===== config.mk =====
export PLATFORM = sky130hd
export DESIGN_NAME = step_ctrl
export DESIGN_NICKNAME = d
export VERILOG_FILES = /design/src/rtl/step_ctrl.sv
export SDC_FILE = /design/constraint.sdc
export NUM_CORES = 1
export LEC_CHECK = 0
export CAP_MARGIN = 20
export CORE_MARGIN = 5
export CORE_UTILIZATION = 55
export DETAILED_ROUTE_END_ITERATION = 8
export PLACE_DENSITY_LB_ADDON = 0.2
export SLEW_MARGIN = 40
export SYNTH_ARGS = -nofsm -noshare
export SYNTH_HDL_FRONTEND = slang
export SYNTH_SLANG_ARGS = --single-unit

===== constraint.sdc =====
create_clock -name clk -period 5.1 [get_ports clk]
set_input_delay 0.765 -clock clk [delete_from_list [all_inputs] [get_ports clk]]
set_output_delay 0.765 -clock clk [all_outputs]
set_load 0.005 [all_outputs]

===== src/rtl/step_ctrl.sv =====
`default_nettype none
// step_ctrl -- front-panel conditioner: synchronised, debounced switches and STEP button,
// plus a run/single-step CPU clock enable with auto-repeat. Rev 1.0
module step_ctrl #(
  parameter int DEBOUNCE_CNT = 50000,
  parameter int REPEAT_TICKS = 500
) (
  input  logic        clk,
  input  logic        rst,
  input  logic [15:0] switchs_raw,
  input  logic        btn_step_raw,
  output logic [15:0] switchs,
  output logic        step_pulse,
  output logic        cpu_clk_en,
  output logic [31:0] step_count
);

  localparam int TW = $clog2(DEBOUNCE_CNT);
  localparam int RW = (REPEAT_TICKS > 1) ? $clog2(REPEAT_TICKS) : 1;
  localparam int NB = 17;
  localparam logic [TW-1:0] TMAX = TW'(DEBOUNCE_CNT - 1);
  localparam logic [RW-1:0] RMAX = RW'(REPEAT_TICKS - 1);

  typedef enum logic [1:0] {
    ST_IDLE   = 2'd0,
    ST_HELD   = 2'd1,
    ST_REPEAT = 2'd2
  } st_t;

  logic [NB-1:0] raw_all;
  logic [NB-1:0] sync1;
  logic [NB-1:0] sync2;
  logic [NB-1:0] deb;
  logic [TW-1:0] tcnt;
  logic          tick;
  logic          btn;
  st_t           st;
  st_t           st_nx;
  logic [RW-1:0] rcnt;
  logic [RW-1:0] rcnt_nx;
  logic          pulse_nx;
  logic [15:0]   step_cnt;

  // Button rides along as bit 16 so it shares the switch conditioning path.
  assign raw_all = {btn_step_raw, switchs_raw};

  always_ff @(posedge clk or posedge rst) begin
    if (rst) begin
      sync1 <= '0;
      sync2 <= '0;
    end else begin
      sync1 <= raw_all;
      sync2 <= sync1;
    end
  end

  always_ff @(posedge clk or posedge rst) begin
    if (rst) begin
      tcnt <= '0;
    end else if (tcnt == TMAX) begin
      tcnt <= '0;
    end else begin
      tcnt <= tcnt + TW'(1);
    end
  end

  assign tick = (tcnt == TMAX);

  generate
    for (genvar i = 0; i < NB; i++) begin : g_deb
      logic [1:0] hist;
      logic       q;

      // Output moves only when three consecutive tick samples agree.
      always_ff @(posedge clk or posedge rst) begin
        if (rst) begin
          hist <= '0;
          q    <= 1'b0;
        end else if (tick) begin
          hist <= {hist[0], sync2[i]};
          if ({hist, sync2[i]} == 3'b111) begin
            q <= 1'b1;
          end else if ({hist, sync2[i]} == 3'b000) begin
            q <= 1'b0;
          end
        end
      end

      assign deb[i] = q;
    end
  endgenerate

  assign switchs = deb[15:0];
  assign btn     = deb[16];

  always_ff @(posedge clk or posedge rst) begin
    if (rst) begin
      st         <= ST_IDLE;
      rcnt       <= '0;
      step_pulse <= 1'b0;
    end else begin
      st         <= st_nx;
      rcnt       <= rcnt_nx;
      step_pulse <= pulse_nx;
    end
  end

  always_comb begin
    st_nx    = st;
    rcnt_nx  = rcnt;
    pulse_nx = 1'b0;
    case (st)
      ST_IDLE: begin
        if (btn) begin
          pulse_nx = 1'b1;
          rcnt_nx  = '0;
          st_nx    = ST_HELD;
        end
      end
      ST_HELD, ST_REPEAT: begin
        // Release wins over a repeat falling in the same cycle.
        if (!btn) begin
          st_nx = ST_IDLE;
        end else if (tick) begin
          if (rcnt == RMAX) begin
            pulse_nx = 1'b1;
            rcnt_nx  = '0;
            st_nx    = ST_REPEAT;
          end else begin
            rcnt_nx = rcnt + RW'(1);
          end
        end
      end
      default: begin
        st_nx = ST_IDLE;
      end
    endcase
  end

  always_ff @(posedge clk or posedge rst) begin
    if (rst) begin
      step_cnt <= '0;
    end else if (step_pulse) begin
      step_cnt <= step_cnt + 16'd1;
    end
  end

  assign step_count = {16'd0, step_cnt};
  assign cpu_clk_en = switchs[15] | step_pulse;

endmodule
`default_nettype wire

# Yosys cells after proc, flatten, opt, wreduce, memory -nomap -nowiden
# Index checks and enable logic that the tools add are counted.
# op_classes
add_sub_neg	3
n_eq_ne	26
mux	50
n_bitwise	1
reduce_logical	56
# op_table
op	count
== test 3 bit (second input constant)	17
logical NOT 3 bit	17
2-to-1 mux 1 bit	38
2-to-1 mux 9 bit	4
nonzero test 2 bit	18
AND reduction 2 bit	17
adder 16 x 1 -> 16 bit (second input constant)	2
case mux 9 bit (2 select lines)	1
== test 16 bit (second input constant)	1
2-to-1 mux 16 bit	1
adder 9 x 1 -> 9 bit (second input constant)	1
== test 9 bit (second input constant)	1
2-to-1 mux 2 bit	4
!= test 2 bit (second input constant)	3
!= test 3 bit (second input constant)	2
case mux 2 bit (2 select lines)	1
AND reduction 4 bit	1
AND reduction 3 bit	1
== test 2 x 1 -> 1 bit (second input constant)	1
== test 2 bit (second input constant)	1
logical NOT 2 bit	1
case mux 1 bit (2 select lines)	1
OR reduction 2 bit	1
bitwise OR 1 bit	1
# word_totals
regBits	129
in_bits	19
wordCells	177

# Longest topological paths before layout
# Gate-level depths: netlist of run 1.
# depth
word_depth	5
ltp_mapped	7

# Worst setup path before layout of run 1
# OpenSTA, ideal clock, no wires.
# synth_path
path_type	flip-flop to flip-flop
from	register tcnt[0]
to	register g_deb[3].q
t_arrival_ns	1.531
required_ns	4.971
path_slack_ns	3.440
stages_incl_launch_ff	8
synth_period_minus_slack_ns	1.660
path_cell_list	dfrtp_1 ha_1 and3_1 and4_1 buf_4 buf_4 a31oi_1 o21ai_1
# synth_via
elab_chain_cells	2
# synth_rtl
item	line_no	rtl
start: declaration	34	logic [TW-1:0] tcnt;
start signal: assignment	63	tcnt <= tcnt + TW'(1);
== test 16 bit	67	assign tick = (tcnt == TMAX);
AND reduction 2 bit (no source line)	-	
end signal: assignment	78	q <= 1'b0;
end signal: assignment	82	q <= 1'b1;
end signal: assignment	84	q <= 1'b0;
end: declaration	72	logic q;
# No other way between the ends.
# A chain may end at the register's enable or synchronous reset.

# Worst setup path in the final report of run 1
# layout_path
from	register step_pulse
to	output cpu_clk_en
# layout_via
elab_chain_cells	1
# layout_rtl
item	line_no	rtl
start: declaration	13	output logic step_pulse,
start signal: assignment	104	step_pulse <= pulse_nx;
bitwise OR 1 bit	149	assign cpu_clk_en = switchs[15] | step_pulse;
end: declaration	14	output logic cpu_clk_en,
# No other way between the ends.

==> results.sh, run 1 <==
export IMPL_status="completed"
export IMPL_fmax_ghz=0.3951
export IMPL_grt_ovfl_total=0
export IMPL_ys_seq_area_share_pct=59.58
export IMPL_setup_tns_ps=0
export IMPL_dp_hpwl_mm=6.219
export IMPL_whs_ps=340.6
export IMPL_areaGrowthSynthToFinish_pct=20.58
export IMPL_switchingPower_w=0.0004657
export IMPL_fin_ws_ps=2569
export IMPL_finalWirelength_mm=9.784
export IMPL_synth_top_area_share_pct=59.58
export IMPL_wl_per_cell_um=14.08
export IMPL_power_frac_seq_pct=42.9
export IMPL_die_area_mm2=0.01194
export IMPL_min_period_ps=2531
export IMPL_place_ws_ps=2753
export IMPL_r2r_cells=6
export IMPL_initial_core_util_pct=55.94
export IMPL_core_rowCount=36
export IMPL_dr_pass1_iters=4
export IMPL_drive_gt1_share_pct=8.185
export IMPL_clkTransAtPathRegs_ps=60
export IMPL_yosysMostFrequentCell="dfrtp_1"
export IMPL_grt_pass1_wl_mm=16.73
export IMPL_arrival_ps=1770
export IMPL_clk_latency_ps=510
export IMPL_skew_ps=8.050
export IMPL_hold_buffers=0
export IMPL_synth_seq_cells=129
export IMPL_cts_buffers=17
export IMPL_synth_avg_cell_area_um2=10.64
export IMPL_synth_edf_count=0
export IMPL_grt_pass1_vias=3674
export IMPL_clock_sinks=129
export IMPL_core_mm2=0.009684
export IMPL_r2r_slack_ps=2730
export IMPL_rsz0062_at_grt="no"
export IMPL_cts_buffer_depth=2
export IMPL_drc=0
export IMPL_grt_max_degree=71
export IMPL_cts_setup_buffers=0
export IMPL_dr_total_vias=3642
export IMPL_cts_resized=0
export IMPL_async_reset_ff_share_pct=100.0
export IMPL_syn_inst=509
export IMPL_synth_area_top_cells="dfrtp_1 (60%), nand2_1 (6.9%), buf_4 (5.0%), xnor2_1 (2.9%), a31oi_1 (2.9%)"
export IMPL_leakagePower_nw=2.941
export IMPL_critPathLaunch="step_pulse"
export IMPL_period_share_pct=49.63
export IMPL_numPortBuffers=52
export IMPL_ios=69
export IMPL_syn_cell_area_mm2=0.005418
export IMPL_hold_violations=0
export IMPL_routabilityCongestion=0.8002
export IMPL_critPathLaunchType="flop"
export IMPL_synth_ff_type="dfrtp_1"
export IMPL_cts_tree="done"
export IMPL_r2r_end="g_deb[7].q"
export IMPL_gr_usage_all_layers_pct=17.97
export IMPL_n_antenna_cell=0
export IMPL_p_clk_share_pct=55.6
export IMPL_hp_start="sync1[3]"
export IMPL_required_ps=4340
export IMPL_place_area_mm2=0.005857
export IMPL_yosysWarnings=0
export IMPL_yosysTopAreaCell="dfrtp_1"
export IMPL_route_antenna_remaining_nets=0
export IMPL_antenna_found_initial=0
export IMPL_ir_drop_mv=0.3336
export IMPL_ys_types=40
export IMPL_worst_slew_pin_slew_ps=715.5
export IMPL_via_per_inst=5.240
export IMPL_maxCapViolCount=0
export IMPL_hp_class="flop to flop"
export IMPL_cts_root_buf="clkbuf_8"
export IMPL_criticalPathCategory="flop to output pin"
export IMPL_die_h_um=109.3
export IMPL_swShare_pct=19.12
export IMPL_min_to="sync2[3]"
export IMPL_die_w_um=109.3
export IMPL_synthTopCellsByCount="dfrtp_1 (129), nand2_1 (100), buf_4 (36)"
export IMPL_p_per_area_mw_per_mm2=372.9
export IMPL_design_area_mm2=0.006533
export IMPL_setup_viol=0
export IMPL_first_iter_violations=193
export IMPL_final_nets=573
export IMPL_min_path_cells=0
export IMPL_slew_viol_final=0
export IMPL_crit_path_end_kind="output pin"
export IMPL_reg2reg_from="tcnt[0]"
export IMPL_relSlewSlack_pct=52.30
export IMPL_crit_path_max_fanout=8
export IMPL_cts_htree_levels=4
export IMPL_pwr_share_comb_pct=1.5
export IMPL_intPower_w=0.001971
[power by group through the flow]
stage	sequential, W	clock, W	combinational [W]
floorplan	0.00106	0	0.0000265
global placement	0.00106	0	0.0000372
detailed placement	0.00106	0	0.0000383
CTS	0.00105	0.00138	0.0000382
global route	0.00105	0.00143	0.0000432
finish	0.00105	0.00135	0.0000368
[sequential cells by signal, indices dropped and copies added, names as in the netlist]
name / cells
sync1: 17
step_pulse: 1
btn: 1
st: 2
rcnt: 9
g_deb.hist: 34
tcnt: 16
step_cnt: 16
sync2: 17
g_deb.q: 16
[cell usage in the layout, fill, tap and decap left out, drive strengths merged, types with 15 or more instances in the layout]
| cell type | instances |
|---|---|
| a21oi | 15 |
| a31oi | 25 |
| clkbuf | 19 |
| clkdlybuf4s50 | 52 |
| conb | 16 |
| dfrtp | 129 |
| inv | 29 |
| nand2 | 100 |
| nand3 | 16 |
| o21ai | 20 |
| o31ai | 18 |
| xnor2 | 18 |
[routing by layer]
layer	global-route usage [%]	vias up	share of wire [%]
li1	-	1763	-
met1	22.83	1793	45
met2	28.46	78	49
met3	6.157	8	4.9
met4	7.035	0	1.2
met5	0	-	0
[stage by stage]
| step | util, % | std cells | power [W] |
|---|---|---|---|
| floorplan | - | 524 | 0.001088 |
| global placement | 60.47 | 663 | 0.001100 |
| detailed placement | 60.48 | 663 | 0.001101 |
| CTS | 67.43 | 695 | 0.002463 |
| global route | 67.45 | 695 | 0.002519 |
| finish | 67.45 | 695 | 0.002436 |
[worst max path at each step]
stage / end / slack (ps)
final: cpu_clk_en / 2570
after global routing: g_deb[7].q / 2490
after CTS: cpu_clk_en / 2540
after detailed placement: g_deb[2].q / 2750
after global placement: g_deb[15].hist[0] / 2810
after floorplan: btn / 890
[cell type report]
class / instances / area (µm²)
repair buffers: 55 / 543.0
flip-flops and latches: 129 / 3228
inverters: 28 / 110.1
well taps: 133 / 166.4
fillers: 723 / 3152
clock buffers: 19 / 441.7
multi-input cells: 318 / 1812
clock inverters: 13 / 231.5
[cells by family after synthesis]
logic type / count (synthesis) / share of synthesized area [%]
xor+xnor: 26 / 4.203
flops: 129 / 59.58
other cells: 1 / 0.06922
fa+ha+maj: 5 / 1.155
mux: 5 / 0.9469
buf+inv: 77 / 8.060
simple gates: 180 / 16.17
compound gates: 86 / 9.816
[critical path, cell delays in order (launching register included)]
cell and delay [ps]:
dfrtp_1 480, or2_2 330, clkdlybuf4s50_1 450
(Power assumes the default switching activity.)
==> inputs of run 2 (changes only) <==
- clock period: 5.1 -> 2.45 ns (I/O delays scaled with it)
==> results.sh, run 2 (synthesis gave the netlist of run 1 again) <==
export IMPL_initial_core_util_pct=55.94
export IMPL_switchingPower_w=0.001025
export IMPL_finalWirelength_mm=10.18
export IMPL_intPower_w=0.003780
export IMPL_path_cells="or2_2, clkdlybuf4s50_1"
export IMPL_drive_gt1_share_pct=8.673
export IMPL_dp_hpwl_mm=6.227
export IMPL_maxCapViolCount=0
export IMPL_grt_ovfl_total=0
export IMPL_core_mm2=0.009684
export IMPL_route_antenna_remaining_nets=0
export IMPL_routabilityCongestion=0.8598
export IMPL_core_rowCount=36
export IMPL_critPathBufInv=1
export IMPL_register_area_mm2=0.003228
export IMPL_hold_buffers=0
export IMPL_fmax_ghz=0.4700
export IMPL_place_ws_ps=495.0
export IMPL_reg2reg_from="st[1]"
export IMPL_final_nets=576
export IMPL_largest_reg_flops=34
export IMPL_min_period_ps=2128
export IMPL_pwr_share_comb_pct=1.6
export IMPL_top_register="g_deb.hist"
export IMPL_period_share_pct=86.84
export IMPL_crit_slowest_cell="dfrtp_1"
export IMPL_power_frac_seq_pct=45.3
export IMPL_cts_root_buf="clkbuf_8"
export IMPL_multi_input_area_mm2=0.001810
export IMPL_fin_ws_ps=322.3
export IMPL_grt_pass1_vias=3793
export IMPL_final_common_cell="dfrtp_1"
export IMPL_required_ps=2080
export IMPL_p_total_w=0.004804
export IMPL_rsz0062_at_grt="no"
export IMPL_layout_common_cells="dfrtp_1 (129), nand2_1 (100), clkdlybuf4s50_1 (52), inv_1 (27), a31oi_1 (25)"
export IMPL_grt_pass1_wl_mm=17.68
export IMPL_leakagePower_nw=2.921
export IMPL_critPathLaunchType="flop"
export IMPL_ir_drop_mv=0.4831
export IMPL_clkTransAtPathRegs_ps=60
export IMPL_via_per_inst=5.351
export IMPL_cts_buffer_depth=2
export IMPL_n_antenna_cell=0
export IMPL_max_stage_delay_ps=470
export IMPL_setup_tns_ps=0
export IMPL_cts_htree_levels=4
export IMPL_p_clk_share_pct=53.1
export IMPL_critPathLaunch="step_pulse"
export IMPL_skew_ps=9.523
export IMPL_ios=69
export IMPL_grt_max_degree=130
export IMPL_fill_cells=702
export IMPL_p_per_area_mw_per_mm2=737.7
export IMPL_die_area_mm2=0.01194
export IMPL_top_regs="g_deb.hist: 34 flops, sync1: 17 flops, sync2: 17 flops"
export IMPL_crit_family="flip-flops"
export IMPL_dr_pass1_iters=5
export IMPL_numPortBuffers=52
export IMPL_arrival_ps=1760
export IMPL_worst_slew_pin_slew_ps=647.7
export IMPL_wl_per_cell_um=14.59
export IMPL_crit_path_end_kind="output pin"
export IMPL_clock_sinks=129
export IMPL_status="completed"
export IMPL_cts_resized=0
export IMPL_cts_setup_buffers=0
export IMPL_antenna_found_initial=0
export IMPL_gr_usage_all_layers_pct=18.95
export IMPL_die_h_um=109.3
export IMPL_cts_buffers=17
export IMPL_hp_start="switchs_raw[10]"
export IMPL_hold_violations=0
export IMPL_areaGrowthSynthToFinish_pct=20.21
export IMPL_drc=0
export IMPL_crit_path_max_fanout=8
export IMPL_die_w_um=109.3
export IMPL_setup_viol=0
export IMPL_relSlewSlack_pct=56.82
export IMPL_hp_class="input port to flop"
export IMPL_criticalPathCategory="flop to output pin"
export IMPL_cts_tree="done"
export IMPL_dr_total_vias=3735
export IMPL_slew_viol_final=0
export IMPL_clk_latency_ps=510
export IMPL_swShare_pct=21.33
export IMPL_first_iter_violations=213
==> run 2: changes by cell type in the layout (fill, tap and decap cells not counted) <==
cell and delta:
buf_12 +2, and4_4 -1, buf_4 +1, bufinv_16 -3, clkinvlp_4 +3, inv_8 +1
clkbuf_8 -1, and4_2 +1, clkinv_2 -1, clkinv_4 +1
==> run 2: path summary, 6_finish.rpt <==
path | to | slack, ps | cells past startpoint
worst max-delay path | cpu_clk_en | 320 | 2
min in group asynchronous | rcnt[6] | 410 | 3
worst min-delay path | sync1[10] | 290 | 1
worst min register to register | sync2[5] | 350 | 0
worst max register to register | rcnt[5] | 450 | 5
max in group asynchronous | sync1[7] | 1570 | 3
==> run 2: worst register-to-register path, stage by stage (launching register included) <==
cell and delay [ps]:
dfrtp_1 380, inv_1 50, ha_1 530, o21ai_0 290, a21oi_1 440, a31oi_1 160
==> run 2: area by class of cell <==
type	count	share of cell area (%)
sequential	129	49.57
multi-input combinational	318	27.80
clock inverter	14	2.767
timing repair buffer	58	9.068
clock buffer	18	6.571
tap	133	2.555
inverter	28	1.671
==> run 2: stage by stage <==
stage,std cells,hold slack [ps],instance area [µm²],utilization (%)
final,698,289.1,6513,67.25
after global routing,698,263.8,6513,67.25
after CTS,698,268.4,6513,67.25
after detailed placement,666,335.6,5904,60.97
after global placement,666,331.7,5904,60.97
after floorplan,524,331.2,5478,-
==> run 2: power by group through the flow <==
stage | clock (W) | combinational, W | sequential (W)
floorplan | 0 | 0.0000557 | 0.00221
global placement | 0 | 0.0000802 | 0.00221
detailed placement | 0 | 0.0000801 | 0.00221
CTS | 0.00259 | 0.0000803 | 0.00218
global route | 0.00269 | 0.0000901 | 0.00218
finish | 0.00255 | 0.0000770 | 0.00218
==> run 2: per-layer routing <==
| layer | share of wire, % | GRT usage (%) | vias to the layer above |
|---|---|---|---|
| met5 | 0 | 0 | - |
| met4 | 2.0 | 8.549 | 0 |
| met3 | 4.3 | 4.796 | 21 |
| met2 | 49 | 30.92 | 84 |
| met1 | 44 | 23.92 | 1857 |
| li1 | - | - | 1773 |
==> inputs of run 3 (changes only) <==
--- a/config.mk
+++ b/config.mk
@@ -7,3 +7,2 @@
 export LEC_CHECK = 0
-export CAP_MARGIN = 20
 export CORE_MARGIN = 5
--- a/constraint.sdc
+++ b/constraint.sdc
@@ -3,2 +3,2 @@
 set_output_delay 0.3675 -clock clk [all_outputs]
-set_load 0.005 [all_outputs]
+set_load 0.02 [all_outputs]
==> results of run 3 <==
The final DEF is identical to that of run 2. Status: completed.
Main changes from that run: setup slack after layout 322.3 ps -> 228.6 ps; total power 0.004804 W -> 0.004820 W; worst IR drop on VDD 0.4831 mV -> 0.4832 mV
